File: src/rtl/rf_wb_arbiter_if.sv
// Requester-side write-back bus: valid/ready handshake with per-requester
// destination address and data, packed requester i at slice i.
interface rf_wb_arbiter_if #(
   parameter int NREQ = 3,
   parameter int XLEN = 32,
   parameter int AW   = 5
);
   logic [NREQ-1:0]      req_valid;
   logic [NREQ-1:0]      req_ready;
   logic [NREQ*AW-1:0]   req_addr;
   logic [NREQ*XLEN-1:0] req_data;

   modport master (
      output req_valid,
      input  req_ready,
      output req_addr,
      output req_data
   );

   modport slave (
      input  req_valid,
      output req_ready,
      input  req_addr,
      input  req_data
   );
endinterface

File: src/rtl/rf_wb_arbiter.sv
// Round-robin write-back arbiter for the register file write port.
// Optional RF_WB_FWD_EN exposes the in-flight write to two read ports.
module rf_wb_arbiter #(
   parameter int NREQ = 3,
   parameter int XLEN = 32,
   parameter int AW   = 5,
   localparam int IW  = $clog2(NREQ)
) (
   input  logic            clk,
   input  logic            reset,
   input  logic            wb_stall,
   rf_wb_arbiter_if.slave  req,
   output logic            wr_en,
   output logic [AW-1:0]   wr_addr,
   output logic [XLEN-1:0] wr_data,
   output logic [IW-1:0]   grant_id,
   input  logic [AW-1:0]   rs1_addr,
   input  logic [AW-1:0]   rs2_addr,
   output logic            rs1_fwd_hit,
   output logic            rs2_fwd_hit,
   output logic [XLEN-1:0] rs1_fwd_data,
   output logic [XLEN-1:0] rs2_fwd_data
);

   logic [IW-1:0]   last_q, last_d;
   logic            wr_en_q, wr_en_d;
   logic [AW-1:0]   wr_addr_q, wr_addr_d;
   logic [XLEN-1:0] wr_data_q, wr_data_d;
   logic [IW-1:0]   gid_q, gid_d;

   logic [IW-1:0]   gnt_idx;
   logic            found;
   logic            grant_ok;
   logic [AW-1:0]   sel_addr;
   logic [XLEN-1:0] sel_data;

   // Search starts just after the last granted index and wraps.
   always_comb begin
      int idx;
      gnt_idx = '0;
      found   = 1'b0;
      idx     = 0;
      for (int k = 1; k <= NREQ; k++) begin
         idx = (int'(last_q) + k) % NREQ;
         if (!found && req.req_valid[idx]) begin
            found   = 1'b1;
            gnt_idx = idx[IW-1:0];
         end
      end
   end

   assign grant_ok = found && !wb_stall && !reset;
   assign sel_addr = req.req_addr[int'(gnt_idx)*AW +: AW];
   assign sel_data = req.req_data[int'(gnt_idx)*XLEN +: XLEN];

   always_comb begin
      req.req_ready = '0;
      if (grant_ok) req.req_ready[gnt_idx] = 1'b1;
   end

   // x0 writes still consume the grant but leave the write port idle.
   always_comb begin
      last_d    = grant_ok ? gnt_idx : last_q;
      wr_en_d   = grant_ok && (sel_addr != '0);
      wr_addr_d = wr_en_d ? sel_addr : wr_addr_q;
      wr_data_d = wr_en_d ? sel_data : wr_data_q;
      gid_d     = wr_en_d ? gnt_idx  : gid_q;
   end

   always_ff @(posedge clk) begin
      if (reset) begin
         last_q    <= IW'(NREQ - 1);
         wr_en_q   <= 1'b0;
         wr_addr_q <= '0;
         wr_data_q <= '0;
         gid_q     <= '0;
      end else begin
         last_q    <= last_d;
         wr_en_q   <= wr_en_d;
         wr_addr_q <= wr_addr_d;
         wr_data_q <= wr_data_d;
         gid_q     <= gid_d;
      end
   end

   assign wr_en    = wr_en_q;
   assign wr_addr  = wr_addr_q;
   assign wr_data  = wr_data_q;
   assign grant_id = gid_q;

`ifdef RF_WB_FWD_EN
   assign rs1_fwd_hit  = wr_en_q && (wr_addr_q == rs1_addr)
                         && (rs1_addr != '0);
   assign rs2_fwd_hit  = wr_en_q && (wr_addr_q == rs2_addr)
                         && (rs2_addr != '0);
   assign rs1_fwd_data = wr_data_q;
   assign rs2_fwd_data = wr_data_q;
`else
   logic unused_rs;
   assign unused_rs    = ^{rs1_addr, rs2_addr};
   assign rs1_fwd_hit  = 1'b0;
   assign rs2_fwd_hit  = 1'b0;
   assign rs1_fwd_data = '0;
   assign rs2_fwd_data = '0;
`endif

endmodule

File: src/flat_wrapper.sv
// flat-port wrapper written by rule: the top's interface ports become plain ports
module rf_wb_arbiter_flat 
#(
   parameter int NREQ = 3,
   parameter int XLEN = 32,
   parameter int AW   = 5,
   localparam int IW  = $clog2(NREQ)
)
  (clk, reset, wb_stall, wr_en, wr_addr, wr_data, grant_id, rs1_addr, rs2_addr, rs1_fwd_hit, rs2_fwd_hit, rs1_fwd_data, rs2_fwd_data, req_req_valid, req_req_ready, req_req_addr, req_req_data);
  rf_wb_arbiter_if #(.NREQ(NREQ), .XLEN(XLEN), .AW(AW)) req_i ();
  input  logic clk;
  input  logic reset;
  input  logic wb_stall;
  output logic wr_en;
  output logic [AW-1:0] wr_addr;
  output logic [XLEN-1:0] wr_data;
  output logic [IW-1:0] grant_id;
  input  logic [AW-1:0] rs1_addr;
  input  logic [AW-1:0] rs2_addr;
  output logic rs1_fwd_hit;
  output logic rs2_fwd_hit;
  output logic [XLEN-1:0] rs1_fwd_data;
  output logic [XLEN-1:0] rs2_fwd_data;
  input wire logic [$bits(req_i.req_valid)-1:0] req_req_valid;
  output wire logic [$bits(req_i.req_ready)-1:0] req_req_ready;
  input wire logic [$bits(req_i.req_addr)-1:0] req_req_addr;
  input wire logic [$bits(req_i.req_data)-1:0] req_req_data;
  assign req_i.req_valid = req_req_valid;
  assign req_req_ready = req_i.req_ready;
  assign req_i.req_addr = req_req_addr;
  assign req_i.req_data = req_req_data;
  rf_wb_arbiter #(.NREQ(NREQ), .XLEN(XLEN), .AW(AW)) u_core (.clk(clk), .reset(reset), .wb_stall(wb_stall), .req(req_i), .wr_en(wr_en), .wr_addr(wr_addr), .wr_data(wr_data), .grant_id(grant_id), .rs1_addr(rs1_addr), .rs2_addr(rs2_addr), .rs1_fwd_hit(rs1_fwd_hit), .rs2_fwd_hit(rs2_fwd_hit), .rs1_fwd_data(rs1_fwd_data), .rs2_fwd_data(rs2_fwd_data));
endmodule
File: config.mk
export PLATFORM = sky130hd
export DESIGN_NAME = rf_wb_arbiter_flat
export DESIGN_NICKNAME = d
export VERILOG_FILES = /design/src/rtl/rf_wb_arbiter_if.sv /design/src/rtl/rf_wb_arbiter.sv /design/src/flat_wrapper.sv
export SDC_FILE = /design/constraint.sdc
export NUM_CORES = 1
export LEC_CHECK = 0
export ABC_AREA = 1
export CAP_MARGIN = 30
export CORE_ASPECT_RATIO = 0.75
export CORE_MARGIN = 1.5
export CORE_UTILIZATION = 40
export CTS_BUF_LIST = sky130_fd_sc_hd__clkbuf_8
export DETAILED_ROUTE_END_ITERATION = 8
export GPL_TIMING_DRIVEN = 0
export PLACE_DENSITY = 0.95
export SETUP_SLACK_MARGIN = 0.15
export SYNTH_ARGS = -nofsm -noshare
export SYNTH_HDL_FRONTEND = slang
export SYNTH_SLANG_ARGS = --single-unit
export TNS_END_PERCENT = 5
File: constraint.sdc
create_clock -name clk -period 6.8 [get_ports clk]
set_input_delay 1.36 -clock clk [delete_from_list [all_inputs] [get_ports clk]]
set_output_delay 1.36 -clock clk [all_outputs]
set_load 0.02 [all_outputs]
==> impl_metrics.ini <==
[synthesis]
synthCells = 540
synth_top_cell_area_share = 0.245
ys_seq_area_frac = 0.245
syn_avg_cell_area_um2 = 6.37
synth_cell_type_count = 27
syn_area_mm2 = 0.00344
synth_area_leaders = dfxtp_1 24%, buf_4 15%, nand3_1 13%, a21oi_1 12%, nand2_1 11%
yosysTopAreaCell = dfxtp_1
ys_seq_elements = 42
yosysWarnings = 0

[setup_path]
worstPathCellList = clkdlybuf4s50_1, inv_1, o21ai_0, nand2_1, nand2_2, inv_2, nand3_1, nand3_1, inv_2, buf_1, nand3_1, inv_1, clkdlybuf4s50_1
crit_slowest_cell = clkdlybuf4s50_1
critical_path_peak_fanout = 10
crit_path_frequent_cell = nand3_1
cp-end-kind = output pin
cpPeakStageDelay_ns = 0.61
cp-start-kind = input port
critPathKind = input port to output pin
cp.arrival_ns = 4.13
cp_data_required_time_ns = 5.44

[sta]
setup_slack_ns = 1.31
setup_viol = 0
holdWs_ns = 0.486
min_period_over_period = 0.808
relSlewSlack = 0.507
tns_ns = 0
finalHoldViolCount = 0
period_minus_slack_ns = 5.49
rsz0062_at_grt = no
worstMarginPinSlew_ns = 0.740
fin_skew_ns = 0.00474
max_freq_mhz = 182
slew_viol_final = 0

[drt]
final_antenna_net_count = 0
via_count = 4203
drt_first_pass_iters = 4
routed_wl_um = 12100
drt-initial-drc-count = 193
wl_per_cell_um = 13.8
vias_per_cell = 4.78
drc = 0

[finish]
final_cells = 880
final_common_cell = clkdlybuf4s50_1
area_growth_pct = 60.1
final_cell_mix = 159 x clkdlybuf4s50_1, 100 x nand2_1, 92 x nand3_1, 85 x a21oi_1, 68 x buf_4
utilization = 0.657
fillers = 768
nNetsFinal = 902
drive_gt1_frac = 0.162
antennaDiodeCount = 0

[grt]
grt_pass1_wl_um = 18100
use_met3 = 0.0495
busiest_layer = met2
grt_max_degree = 14
track_usage = 0.253
first_global_vias = 3917
antenna_found_initial = 0
met1_usage = 0.306
overflow = 0
use_met2 = 0.451

[clocking]
htreeDepth = 2
cts_tree = done
insertion_delay_ns = 0.29
clk_pin_slew_worst_paths_ns = 0.09
cts_buffers = 5
cts_sinks = 42
clk_path_buf_depth = 2
post_cts_resized = 0
clockRootBuffer = clkbuf_8
postCtsSetupRepairBufs = 0
hold_buffers = 0

[placement]
numPortBuffers = 159
place_ws_ns = 1.34
place.gp.congestion = 0.873
dp_hpwl_um = 9530
numPlacedInstances = 872

[die]
core_area_mm2 = 0.00838
row_count = 29
initial_core_util = 0.410
dieArea_mm2 = 0.00917
die_h_um = 83.3
die_w_um = 110
num_io_pins = 236

[job]
drv_cap = 0

[pwr]
p_per_area_mw_per_mm2 = 230
leakagePower_nw = 2.57
ir_drop_mv = 0.111

[outcome]
run_status = completed

[min_path]
worstHoldPathType = register to register
path summary, 6_finish.rpt:
check,cells after the start,endpoint,slack [ns],from
worst max register to register,18,u_core.wr_data[27],3.93,u_core.last_q[0]
worst min register to register,2,u_core.wr_data[23],0.49,u_core.wr_data[23]
worst max-delay path,13,req_req_ready[0],1.31,req_req_valid[2]
worst min-delay path,2,u_core.wr_data[23],0.49,u_core.wr_data[23]
layer usage:
layer / vias to the layer above / share of wire
met3: 22 / 0.092
met2: 195 / 0.48
met5: - / 0
li1: 2095 / -
met4: 0 / 0.017
met1: 1891 / 0.41
synthesized netlist by cell type:
library cell  number
buf_4             68
inv_1             24
nand2_2            3
a21oi_1           85
nand3b_1           3
inv_4              1
nand3_2            4
and2_1             1
nor2_1            43
buf_6              3
nor2_2             1
ha_1               4
nand2_1          100
o21ai_1            1
inv_2              5
o21ai_0            2
nor2_4             1
clkbuf_1          13
a211o_1            1
a21oi_2           19
o21ai_2            1
conb_1             1
nand3_1           92
nand3_4            1
dfxtp_1           42
buf_2             10
buf_1             11
metrics by stage:
stage / cell area [µm²] / total power, W
2_1_floorplan: 3680 / 0.000822
3_3_place_gp: 5410 / 0.00107
3_5_place_dp: 5410 / 0.00109
4_1_cts: 5500 / 0.00126
5_1_grt: 5500 / 0.00135
6_report: 5500 / 0.00126
report_power, final:
part           switching, W  internal (W)  total [W]  leakage [nW]
logic              0.000469      0.000320   0.000789          2.17
clock network     0.0000914     0.0000818   0.000173        0.0472
registers         0.0000214      0.000281   0.000302         0.346
total              0.000582      0.000683    0.00126          2.57
cell type report:
type / count / area (µm²) / area share
Multi-Input combinational cell: 428 / 2040 / 0.371
Inverter: 30 / 115 / 0.0209
Sequential cell: 42 / 841 / 0.153
Timing Repair Buffer: 159 / 1590 / 0.289
Tap cell: 108 / 135 / 0.0246
Clock inverter: 2 / 12.5 / 0.00227
Buffer: 105 / 684 / 0.124
Clock buffer: 6 / 82.6 / 0.0150
sequential cells by signal, indices dropped and copies added, names as in the netlist:
| signal | flops |
|---|---|
| u_core.last_q | 2 |
| u_core.grant_id | 2 |
| u_core.wr_en | 1 |
| u_core.wr_addr | 5 |
| u_core.wr_data | 32 |
worst max-delay path, delay by kind of cell:
kind            cells  cell delay [ns]
compound gates      1             0.17
buf+inv             7             2.03
simple gates        5             0.56
logic make-up (layout without fill, tap and decap cells):
kind of cell / Yosys count / after routing / share of synthesized area
other cells: 1 / 66 / 0.00109
flops: 42 / 42 / 0.245
compound gates: 109 / 109 / 0.182
simple gates: 249 / 249 / 0.326
fa+ha+maj: 4 / 4 / 0.0146
buf+inv: 135 / 302 / 0.233
Note: power is estimated with default switching activity, not from simulation.
